===== config.mk =====
export PLATFORM = sky130hd
export DESIGN_NAME = commit_trace_tx
export DESIGN_NICKNAME = d
export VERILOG_FILES = /design/src/rtl/commit_trace_pkg.sv /design/src/rtl/commit_trace_fifo.sv /design/src/rtl/commit_trace_tx.sv
export SDC_FILE = /design/constraint.sdc
export NUM_CORES = 1
export LEC_CHECK = 0
export ABC_AREA = 0
export CORE_UTILIZATION = 35
export DETAILED_ROUTE_END_ITERATION = 10
export MAX_ROUTING_LAYER = met4
export RECOVER_POWER = 50
export SLEW_MARGIN = 20
export SYNTH_ARGS = -nofsm -noshare
export SYNTH_HDL_FRONTEND = slang
export SYNTH_SLANG_ARGS = --single-unit

===== constraint.sdc =====
create_clock -name clk -period 11.9 [get_ports clk]
set_input_delay 3.57 -clock clk [delete_from_list [all_inputs] [get_ports clk]]
set_output_delay 3.57 -clock clk [all_outputs]
set_load 0.005 [all_outputs]

===== src/rtl/commit_trace_pkg.sv =====
// Shared types and helpers for the commit trace producer: record kinds,
// serializer states, entry width and the per-kind word sequencing.
package commit_trace_pkg;

  localparam int INUM_W_DEF = 16;
  localparam int ENTRY_W    = 3 + 3 + INUM_W_DEF + 64;

  typedef enum logic [2:0] {
    K_NOP  = 3'd0,
    K_REG  = 3'd1,
    K_LD   = 3'd2,
    K_STU  = 3'd3,
    K_ST   = 3'd4,
    K_HALT = 3'd5
  } kind_t;

  typedef enum logic [2:0] {
    S_IDLE  = 3'd0,
    S_HDR   = 3'd1,
    S_INUM  = 3'd2,
    S_PC    = 3'd3,
    S_VAL   = 3'd4,
    S_ADDR  = 3'd5,
    S_MDATA = 3'd6,
    S_FIN   = 3'd7
  } state_t;

  // Number of 16-bit words in a record of the given kind.
  function automatic logic [2:0] word_count(kind_t k);
    logic [2:0] n;
    case (k)
      K_REG:   n = 3'd4;
      K_LD:    n = 3'd5;
      K_ST:    n = 3'd5;
      K_STU:   n = 3'd6;
      default: n = 3'd3;
    endcase
    return n;
  endfunction

  // Store-with-writeback wins over load, register write over halt, halt over plain store.
  function automatic kind_t classify(logic reg_write, logic mem_read, logic mem_write, logic halt);
    kind_t k;
    if (reg_write && mem_write)     k = K_STU;
    else if (reg_write && mem_read) k = K_LD;
    else if (reg_write)             k = K_REG;
    else if (halt)                  k = K_HALT;
    else if (mem_write)             k = K_ST;
    else                            k = K_NOP;
    return k;
  endfunction

  // State that follows word s of a record of kind k; S_IDLE marks end of record.
  function automatic state_t next_word(state_t s, kind_t k);
    state_t n;
    n = S_IDLE;
    case (s)
      S_HDR:  n = S_INUM;
      S_INUM: n = S_PC;
      S_PC: begin
        if (k == K_NOP)       n = S_IDLE;
        else if (k == K_HALT) n = S_FIN;
        else if (k == K_ST)   n = S_ADDR;
        else                  n = S_VAL;
      end
      S_VAL:   n = (k == K_REG) ? S_IDLE : S_ADDR;
      S_ADDR:  n = (k == K_LD) ? S_IDLE : S_MDATA;
      S_MDATA: n = S_IDLE;
      default: n = S_IDLE;
    endcase
    return n;
  endfunction

  // True when word s is the final word of a kind-k record.
  function automatic logic is_last_word(state_t s, kind_t k);
    state_t n;
    n = next_word(s, k);
    return (n == S_IDLE) || (n == S_FIN);
  endfunction

endpackage


===== src/rtl/commit_trace_fifo.sv =====
// Record FIFO. Exposes the head and the entry behind it so the serializer
// can start the next record in the same cycle the current one is popped.
module commit_trace_fifo #(
  parameter int DEPTH = 4,
  parameter int W     = 86
) (
  input  logic                     clk,
  input  logic                     rst_n,
  input  logic                     push,
  input  logic [W-1:0]             push_data,
  input  logic                     pop,
  output logic [W-1:0]             head,
  output logic [W-1:0]             second,
  output logic [$clog2(DEPTH):0]   count,
  output logic                     full,
  output logic                     empty
);

  localparam int AW = $clog2(DEPTH);
  localparam int CW = AW + 1;

  logic [W-1:0]  mem [DEPTH];
  logic [AW-1:0] rd_ptr;
  logic [AW-1:0] wr_ptr;
  logic [AW-1:0] rd_next;
  logic          do_push;
  logic          do_pop;

  assign do_push = push && !full;
  assign do_pop  = pop && !empty;
  assign rd_next = rd_ptr + AW'(1);
  assign full    = (count == CW'(DEPTH));
  assign empty   = (count == '0);
  assign head    = mem[rd_ptr];
  assign second  = mem[rd_next];

  // Storage array: written on push, never reset.
  always_ff @(posedge clk) begin
    if (do_push) mem[wr_ptr] <= push_data;
  end

  // Pointers and occupancy; simultaneous push and pop leave the count unchanged.
  always_ff @(posedge clk or negedge rst_n) begin
    if (!rst_n) begin
      rd_ptr <= '0;
      wr_ptr <= '0;
      count  <= '0;
    end else begin
      if (do_push) wr_ptr <= wr_ptr + AW'(1);
      if (do_pop)  rd_ptr <= rd_next;
      case ({do_push, do_pop})
        2'b10:   count <= count + CW'(1);
        2'b01:   count <= count - CW'(1);
        default: count <= count;
      endcase
    end
  end

endmodule


===== src/rtl/commit_trace_tx.sv =====
// Commit trace producer: classifies and numbers each retired instruction,
// buffers the record and streams it as 16-bit words.
// Stream handshake: a word transfers on a cycle where tx_valid and tx_ready
// are both high; once tx_valid rises, tx_valid, tx_data and tx_last hold
// until that transfer.
module commit_trace_tx
  import commit_trace_pkg::*;
#(
  parameter int DEPTH  = 4,
  parameter int INUM_W = 16
) (
  input  logic        clk,
  input  logic        rst,
  input  logic        commit_valid,
  input  logic [15:0] pc,
  input  logic        reg_write,
  input  logic [2:0]  write_reg,
  input  logic [15:0] write_data,
  input  logic        mem_read,
  input  logic        mem_write,
  input  logic [15:0] mem_addr,
  input  logic [15:0] mem_data,
  input  logic        halt,
  output logic        stall,
  output logic [15:0] tx_data,
  output logic        tx_valid,
  output logic        tx_last,
  input  logic        tx_ready,
  output logic        done,
  output logic [2:0]  fsm_state
);

  localparam int EW       = 3 + 3 + INUM_W + 64;
  localparam int CW       = $clog2(DEPTH) + 1;
  localparam int MDATA_LO = 0;
  localparam int ADDR_LO  = 16;
  localparam int VAL_LO   = 32;
  localparam int PC_LO    = 48;
  localparam int INUM_LO  = 64;
  localparam int REG_LO   = 64 + INUM_W;
  localparam int KIND_LO  = 67 + INUM_W;

  logic              halted;
  logic              accept;
  logic              pop;
  logic              full;
  logic              empty;
  logic              next_avail;
  logic [INUM_W-1:0] inum;
  logic [CW-1:0]     count;
  logic [EW-1:0]     push_entry;
  logic [EW-1:0]     head;
  logic [EW-1:0]     second;
  logic [EW-1:0]     next_entry;
  logic [EW-1:0]     cur;
  kind_t             kind_in;
  kind_t             cur_kind;
  state_t            state;
  state_t            nxt;

  // Word presented in state s for entry e.
  function automatic logic [15:0] word_of(state_t s, logic [EW-1:0] e);
    logic [15:0] w;
    w = '0;
    case (s)
      S_HDR:   w = {e[KIND_LO +: 3], e[REG_LO +: 3], 10'b0};
      S_INUM:  w = 16'(e[INUM_LO +: INUM_W]);
      S_PC:    w = e[PC_LO +: 16];
      S_VAL:   w = e[VAL_LO +: 16];
      S_ADDR:  w = e[ADDR_LO +: 16];
      S_MDATA: w = e[MDATA_LO +: 16];
      default: w = '0;
    endcase
    return w;
  endfunction

  assign kind_in    = classify(reg_write, mem_read, mem_write, halt);
  assign stall      = full && !halted;
  assign accept     = commit_valid && !full && !halted;
  assign push_entry = {kind_in, write_reg, inum, pc, write_data, mem_addr, mem_data};
  assign pop        = tx_valid && tx_ready && tx_last;
  assign cur_kind   = kind_t'(cur[KIND_LO +: 3]);
  assign nxt        = next_word(state, cur_kind);
  // Another record is ready right after this pop: already queued behind the
  // head, or being pushed this cycle into an otherwise single-entry FIFO.
  assign next_avail = (count >= CW'(2)) || ((count == CW'(1)) && accept);
  assign next_entry = (count >= CW'(2)) ? second : push_entry;
  assign fsm_state  = state;

  commit_trace_fifo #(
    .DEPTH (DEPTH),
    .W     (EW)
  ) u_fifo (
    .clk       (clk),
    .rst_n     (rst),
    .push      (accept),
    .push_data (push_entry),
    .pop       (pop),
    .head      (head),
    .second    (second),
    .count     (count),
    .full      (full),
    .empty     (empty)
  );

  // Instruction numbering; a HALT closes the stream to further commits.
  always_ff @(posedge clk or negedge rst) begin
    if (!rst) begin
      inum   <= '0;
      halted <= 1'b0;
    end else if (accept) begin
      inum <= inum + INUM_W'(1);
      if (kind_in == K_HALT) halted <= 1'b1;
    end
  end

  // Serializer: walks the word sequence of the latched record, chaining
  // straight into the next record when one is available.
  always_ff @(posedge clk or negedge rst) begin
    if (!rst) begin
      state    <= S_IDLE;
      cur      <= '0;
      tx_data  <= '0;
      tx_valid <= 1'b0;
      tx_last  <= 1'b0;
      done     <= 1'b0;
    end else begin
      case (state)
        S_IDLE: begin
          if (!empty) begin
            cur      <= head;
            state    <= S_HDR;
            tx_valid <= 1'b1;
            tx_last  <= 1'b0;
            tx_data  <= word_of(S_HDR, head);
          end
        end
        S_FIN: begin
          tx_valid <= 1'b0;
          tx_last  <= 1'b0;
        end
        default: begin
          if (tx_valid && tx_ready) begin
            if (nxt == S_FIN) begin
              state    <= S_FIN;
              tx_valid <= 1'b0;
              tx_last  <= 1'b0;
              tx_data  <= '0;
              done     <= 1'b1;
            end else if (nxt == S_IDLE) begin
              if (next_avail) begin
                cur      <= next_entry;
                state    <= S_HDR;
                tx_valid <= 1'b1;
                tx_last  <= 1'b0;
                tx_data  <= word_of(S_HDR, next_entry);
              end else begin
                state    <= S_IDLE;
                tx_valid <= 1'b0;
                tx_last  <= 1'b0;
                tx_data  <= '0;
              end
            end else begin
              state   <= nxt;
              tx_data <= word_of(nxt, cur);
              tx_last <= is_last_word(nxt, cur_kind);
            end
          end
        end
      endcase
    end
  end

endmodule


**Yosys cells after proc, flatten, opt, wreduce, memory -nomap -nowiden**

Memories as Yosys holds them, arrays and structs flattened.
Index checks and enable logic that the tools add are counted.
W data, S select, Z words.

- Register bits after elaboration: 132
- Bits in writable memories: 344
- Output and inout bits: 23
- Word-level logic and storage cells: 128
- Memories: 1

Memories:

| memory | words | width | rd ports | clocked after Yosys merged registers in | write ports | RTL line | RTL |
|---|---|---|---|---|---|---|---|
| u_fifo.mem | 4 | 86 | 2 | 0 | 1 | commit_trace_fifo.sv:22 | `logic [W-1:0] mem [DEPTH];` |

- Add/subtract/negate cells: 5
- Order comparisons: 1
- Eq/ne operators: 25
- Mux-type cells: 50
- Bitwise operators: 2
- Reductions and logical operators: 33

Operators by type and width:

| operator | number |
|---|---|
| $mux W86 | 6 |
| $pmux W86 S2 | 1 |
| $pmux W16 S6 | 1 |
| $mux W16 | 5 |
| $mux W3 | 16 |
| $eq A3 B3 Y1 const B | 12 |
| $pmux W16 S2 | 1 |
| $pmux W3 S5 | 2 |
| $add A16 B1 Y16 const B | 1 |
| $eq A3 B2 Y1 const B | 5 |
| $logic_not A3 Y1 | 5 |
| $mux W1 | 13 |
| $eq A3 B1 Y1 const B | 4 |
| $pmux W3 S2 | 2 |
| $logic_and A1 B1 Y1 | 10 |
| $reduce_and A3 Y1 | 3 |
| $reduce_bool A2 Y1 | 4 |
| $reduce_and A6 Y1 | 1 |
| $add A2 B1 Y2 const B | 2 |
| $pmux W1 S2 | 2 |
| $reduce_and A2 Y1 | 2 |
| $reduce_bool A4 Y1 | 1 |
| $add A3 B1 Y3 const B | 1 |
| $ge A3 B2 Y1 const B | 1 |
| other kinds (11) | 15 |

**Longest topological paths before layout**

Gate-level depths: netlist of run 1.

- Depth after elaboration: 17
- Depth in mapped cells: 10

**By module**

A second synthesis of run 1 with hierarchy kept.

- Cells, all modules: 1377
- Area total of the unflattened synthesis: 22023.6 um^2

Modules (own cells, without submodules):

| module | instances | cells an instance | area an instance (um^2) | sequential area each (um^2) |
|---|---|---|---|---|
| commit_trace_fifo | 1 | 591 | 14933.1 | 10505.1 |
| commit_trace_tx | 1 | 786 | 7090.6 | 3052.9 |

**Worst setup path before layout of run 1**

Ideal clock, no wire load.

- Kind: input -> register
- Start point: input port commit_valid
- End point: memory u_fifo.mem[0][0], enable pin
- Setup time: 0.454 ns
- Arrival: 6.293 ns
- Path slack: 5.153 ns
- Stages on the path: 4
- Buffers on the path: 1
- Path through: a21bo_2 nor2_1 clkbuf_1 and2_1

- Word-level cells in the longest chain between the ends: 5

Ends and longest elaborated chain:

| item | RTL line | RTL |
|---|---|---|
| from (decl) | commit_trace_tx.sv:14 | `input logic commit_valid,` |
| $logic_and A1 B1 Y1 (2 in series) | commit_trace_tx.sv:79 | `assign accept = commit_valid && !full && !halted;` |
| $logic_and A1 B1 Y1 | commit_trace_fifo.sv:29 | `assign do_push = push && !full;` |
| $mux W1 | commit_trace_fifo.sv:39 | `if (do_push) mem[wr_ptr] <= push_data;` |
| $mux W1 (implied by the code) | commit_trace_fifo.sv:39 |  |
| to (decl) | commit_trace_fifo.sv:22 |  |

Every way passes these cells.

==> results_dict.tcl, run 1 <==
set metrics [dict create \
    outcome "complete, but fails checks" \
    violations "max-capacitance violations, max-slew violations" \
    numClockSinks 473 \
    place_congestion 0.856 \
    p_per_area_nw_per_um2 134 \
    die_w_um 253 \
    synth_top_area_share_pct 46.8 \
    core-area_sq_um 62100 \
    grt.overflow.total 0 \
    critical_path.max_fanout 64 \
    syn_inst 1425 \
    syn-mean-instance-area_sq_um 15.5 \
    synth_area_leaders "edfxtp_1 (47%), mux4_2 (18%), dfrtp_1 (15%)" \
    worstPathRequired_ns 11.26 \
    fmax_mhz 149 \
    final_layout_size_suffix_gt1_share_pct 23.0 \
    dr.pass1.iters 9 \
    critPathKind "input pin to asynchronous set/reset pin" \
    ir_drop_mv 0.0834 \
    fillerInstances 5545 \
    maxSlewHeadroom_pct -138 \
    cts_setup_buffers 0 \
    synth_nets 1510 \
    worst_pin_slew_ns 3.57 \
    rows 91 \
    start_kind "input pin" \
    numCtsBuffers 50 \
    ant_nets 0 \
    yosys.cell_count.top_type "edfxtp_1" \
    clk_pin_slew_ns 0.06 \
    grt_usage_pct 17.9 \
    hold_class "flip-flop to flip-flop" \
    finalMaxSlewViolations 65 \
    cpPeakStageDelay_ns 2.45 \
    wl_met1_um 22600 \
    via_count 13100 \
    dieArea_sq_um 64100 \
    min_period_ns 6.73 \
    syn_area_sq_um 22100 \
    io_buffers 97 \
    h-tree-depth 2 \
    cts_tree "done" \
    utilization_pct 41.1 \
    hpwlAfterDp_um 34100 \
    wl_met2_um 27700 \
    drc 0 \
    skew_ns 0.0211 \
    arrival_ns 6.09 \
    crit_start "rst" \
    maxCapViolations 1 \
    critPathBufInv 1 \
    cp_cell_sequence "clkbuf_1" \
    cp-end-kind "asynchronous set/reset pin" \
    fin_nets 1574 \
    critPathTopFamily "buffers and inverters" \
    crit_slowest_cell "clkbuf_1" \
    synthToLayoutAreaGrowth_pct 15.6 \
    synth_common_cells "edfxtp_1 (344), a21oi_1 (175), mux4_2 (172), dfrtp_1 (129), nand2_1 (123)" \
    fin_crit_sh_pct 56.5 \
    cts.path.max_buffers 3 \
    synthFlopType "edfxtp_1" \
    min_from "cur[75]" \
    grt_start_max_net_pins 120 \
    ys_ff_latch 473 \
    setup_violations 0 \
    wire_per_inst_um 23.3 \
    root_buffer "clkbuf_16" \
    ys_seq_area_share_pct 61.4 \
    p_leak_nw 8.71 \
    cts_resized 0 \
    die_h_um 253 \
    clkLatencyLatePin_ns 0.59 \
    cts_hold_buf 0 \
    setup_tns_ns 0 \
    drt_wl_total_um 55300 \
    ios 98 \
    ys_warn_count 0 \
    vias_per_cell 5.52 \
    synth_edf_count 344 \
    async_reset_ff_share_pct 27.3 \
    drtIter0Drc 1232 \
    routed-wl-met3_um 3480 \
    reg2reg_from "fsm_state[0]" \
    synth.largest_area_cell "edfxtp_1" \
    grt_pass1_wl_um 83200 \
    synth.distinct_cells 60 \
    hold_viol 0 \
    grt_setup_unrepaired "false" \
    grt_pass1_vias 13400 \
    initial_core_util_pct 35.6 \
    grt_antenna_before_repair 1 \
    highest_layer "met4" \
]
-- stage by stage --
stage	power [W]	area (sq um)	setup slack [ns]	hold WS (ns)	std cells
after floorplan	0.00182	22100	5.15	0.454	1425
after global placement	0.00188	23900	5.09	0.469	2274
after detailed placement	0.00188	23900	5.06	0.475	2274
after CTS	0.00345	25500	5.69	0.488	2367
after global routing	0.00351	25500	4.35	0.496	2368
final	0.00341	25500	5.17	0.486	2368
-- flip-flops by register name, indices dropped and copies added, names as in the netlist --
register	cells
fsm_state	3
u_fifo.mem	344
done	1
halted	1
tx_last	1
inum	16
u_fifo.wr_ptr	2
cur	83
u_fifo.rd_ptr	2
u_fifo.count	3
tx_valid	1
tx_data	16
-- final cells by class --
type                            instances  area, sq um  share of cell area [%]
Antenna cell                            1         2.50                 0.00981
Clock buffer                           70         1460                    5.73
Clock inverter                         23          204                   0.799
Inverter                               12         45.0                   0.177
Multi-Input combinational cell        834         8060                    31.6
Sequential cell                       473        13600                    53.2
Tap cell                              837         1050                    4.10
Timing Repair Buffer                  118         1130                    4.43
-- worst register-to-register path, cell delays in order (launching register included) --
cell      delay [ns]
dfrtp_1         0.60
nor3_4          0.23
buf_4           0.47
buf_4           0.78
a22oi_1         0.28
a221oi_2        0.51
nor3_4          0.06
buf_4           0.33
mux2_2          0.40
-- cells by family after synthesis --
| group | count (synthesis) | synth area share (%) |
|---|---|---|
| compound gates | 281 | 7.90 |
| xor+xnor | 22 | 0.873 |
| fa+ha+maj | 10 | 0.567 |
| buf+inv | 118 | 2.23 |
| flops | 473 | 61.4 |
| mux | 256 | 21.8 |
| simple gates | 265 | 5.19 |
-- worst paths after layout --
check	to	depth (start not counted)	slack [ns]
max in group clk	u_fifo.mem[1][73]	5	5.66
max reg2reg	cur[6]	8	8.12
min in group asynchronous	inum[3]	1	4.20
min reg2reg	cur[75]	1	0.49
max	u_fifo.rd_ptr[0]	1	5.17
min	cur[75]	1	0.49
-- report_power, final --
group	total (W)	switching [W]	internal (W)	leakage, nW
registers	0.00177	0.00000113	0.00177	4.99
clock network	0.00157	0.000634	0.000940	0.818
logic	0.0000691	0.0000424	0.0000267	2.90
total	0.00341	0.000678	0.00274	8.71
-- placed cells by master (no fill, tap or decap), types with 6 or more instances in the layout --
| cell | count |
|---|---|
| clkinv_2 | 6 |
| nand2_1 | 123 |
| mux2_1 | 12 |
| mux2_2 | 71 |
| buf_4 | 19 |
| clkinv_1 | 12 |
| clkdlybuf4s50_1 | 26 |
| clkbuf_1 | 13 |
| nor2_1 | 92 |
| a22oi_1 | 13 |
| dlygate4sd3_1 | 70 |
| a22o_1 | 16 |
| xnor2_1 | 17 |
| mux4_2 | 172 |
| dfrtp_1 | 127 |
| inv_1 | 12 |
| ha_1 | 10 |
| o2bb2ai_1 | 17 |
| a21oi_1 | 175 |
| edfxtp_1 | 344 |
| clkbuf_16 | 54 |
| a221o_1 | 10 |
| o21ai_0 | 16 |
-- per-layer routing --
metal  vias to the layer above  GRT usage [%]
li1                       5768              -
met1                      6812           23.0
met2                       420           29.0
met3                        81           3.16
met4                         0           4.99
met5                         -              -
No activity file was read; power rests on OpenSTA's default activity.
==> run 2: changes to the inputs <==
==> constraint.sdc (replaced) <==
create_clock -name clk -period 6.5 [get_ports clk]
set_input_delay 1.95 -clock clk [delete_from_list [all_inputs] [get_ports clk]]
set_output_delay 1.95 -clock clk [all_outputs]
set_load 0.005 [all_outputs]
==> run 2 against run 1 <==
  * The flow still finishes with violations (max-capacitance violations, max-slew violations)
  * Global-route usage increased by 0.083 points
  * Utilization barely moved
  * Cell count about the same
  * Setup slack worse by 3.0 ns
  * Design area about the same
  * Highest routed layer unchanged
==> results_dict.tcl, run 2 (synthesis results as in run 1) <==
set metrics [dict create \
    dieArea_sq_um 64100 \
    setup_tns_ns 0 \
    ir_drop_mv 0.224 \
    outcome "complete, but fails checks" \
    numCtsBuffers 50 \
    skew_ns 0.0142 \
    final_layout_size_suffix_gt1_share_pct 23.2 \
    maxCapViolations 1 \
    cts_tree "done" \
    drtIter0Drc 1225 \
    grt_start_max_net_pins 103 \
    grt_setup_unrepaired "false" \
    clkLatencyLatePin_ns 0.58 \
    cts.path.max_buffers 3 \
    cts_hold_buf 0 \
    initial_core_util_pct 35.6 \
    start_kind "input pin" \
    mostFrequentLayoutCell "edfxtp_1" \
    h-tree-depth 2 \
    regArea_sq_um 13600 \
    io_buffers 97 \
    grt_pass1_vias 13400 \
    hpwlAfterDp_um 34000 \
    core-area_sq_um 62100 \
    finalMaxSlewViolations 45 \
    critical_path.max_fanout 53 \
    grt.overflow.total 0 \
    setup_violations 0 \
    min_period_ns 4.30 \
    hold_class "flip-flop to flip-flop" \
    grt_usage_pct 17.9 \
    p_leak_nw 8.68 \
    numClockSinks 473 \
    ant_nets 0 \
    violations "max-capacitance violations, max-slew violations" \
    synthToLayoutAreaGrowth_pct 15.5 \
    drt_wl_total_um 55000 \
    r2r_slack_ns 3.34 \
    hold_viol 0 \
    cts_setup_buffers 0 \
    fin_nets 1572 \
    cp-end-kind "flip-flop" \
    die_w_um 253 \
    ios 98 \
    reg.largest.list "u_fifo.mem: 344 flops, cur: 83 flops" \
    cts_resized 0 \
    final_cell_mix "edfxtp_1 (344), a21oi_1 (175), mux4_2 (172)" \
    grt_antenna_before_repair 3 \
    wire_per_inst_um 23.2 \
    arrival_ns 4.53 \
    fillerInstances 5570 \
    clk_pin_slew_ns 0.06 \
    via_count 13100 \
    vias_per_cell 5.53 \
    place_congestion 0.839 \
    dr.pass1.iters 5 \
    grt_pass1_wl_um 83800 \
    worstPathRequired_ns 6.73 \
    maxSlewHeadroom_pct -63.0 \
    worst_pin_slew_ns 2.44 \
    die_h_um 253 \
    rows 91 \
    p_per_area_nw_per_um2 240 \
    largest_register_ffs 344 \
    drc 0 \
    fmax_mhz 233 \
    top_register "u_fifo.mem" \
    fin_crit_sh_pct 66.1 \
    multi_input_area_sq_um 8060 \
    root_buffer "clkbuf_16" \
    final_area_sq_um 25500 \
    critPathKind "input pin to flip-flop" \
    place_area_sq_um 23900 \
]
[run 2: changes by cell type in the layout (fill, tap and decap cells not counted), sizes merged]
| cell | delta |
|---|---|
| buf | -1 |
| bufinv | -3 |
| clkbuf | +4 |
| clkinv | -5 |
| clkinvlp | +3 |
[run 2: critical path: stages]
cell and delay (ns):
dlygate4sd3_1 0.55, a21bo_2 0.25, nor2_1 0.61, and2_4 0.66, buf_12 0.43
[run 2: routing by layer]
metal  part of all wire [%]  global-route usage (%)
met5                      0                       -
met4                    1.8                    4.33
met3                    5.5                    2.77
met2                     51                    29.7
met1                     42                    23.2
[run 2: metrics by stage]
step / setup WS [ns] / util [%] / total power, W / hold WS (ns) / instances
3_3_place_gp: 1.71 / 38.5 / 0.00344 / 0.468 / 2272
3_5_place_dp: 1.65 / 38.5 / 0.00344 / 0.475 / 2272
4_1_cts: 2.27 / 41.1 / 0.00620 / 0.488 / 2365
6_report: 2.20 / 41.1 / 0.00613 / 0.486 / 2366
2_1_floorplan: 1.37 / - / 0.00333 / 0.454 / 1425
5_1_grt: 1.64 / 41.1 / 0.00632 / 0.502 / 2366
[run 2: worst paths after layout]
kind | from | endpoint | depth (start not counted)
max | commit_valid | u_fifo.mem[2][48] | 5
min | cur[71] | cur[71] | 1
max reg2reg | u_fifo.count[1] | u_fifo.mem[2][48] | 6
min reg2reg | cur[71] | cur[71] | 1
max in group asynchronous | rst | cur[59] | 2
min in group asynchronous | rst | inum[5] | 1
[run 2: report_power, final]
| part | total [W] | switching (W) | leakage, nW | internal [W] |
|---|---|---|---|---|
| Sequential | 0.00324 | 0.00000224 | 4.99 | 0.00324 |
| Combinational | 0.000129 | 0.0000796 | 2.91 | 0.0000492 |
| Clock | 0.00276 | 0.00115 | 0.779 | 0.00161 |
| Total | 0.00613 | 0.00123 | 8.68 | 0.00490 |
[run 2: area by class of cell]
class	instances	area share (%)
Inverter	12	0.177
Sequential cell	473	53.2
Tap cell	837	4.11
Multi-Input combinational cell	834	31.6
Clock buffer	75	5.80
Antenna cell	1	0.00981
Clock inverter	18	0.471
Timing Repair Buffer	116	4.60
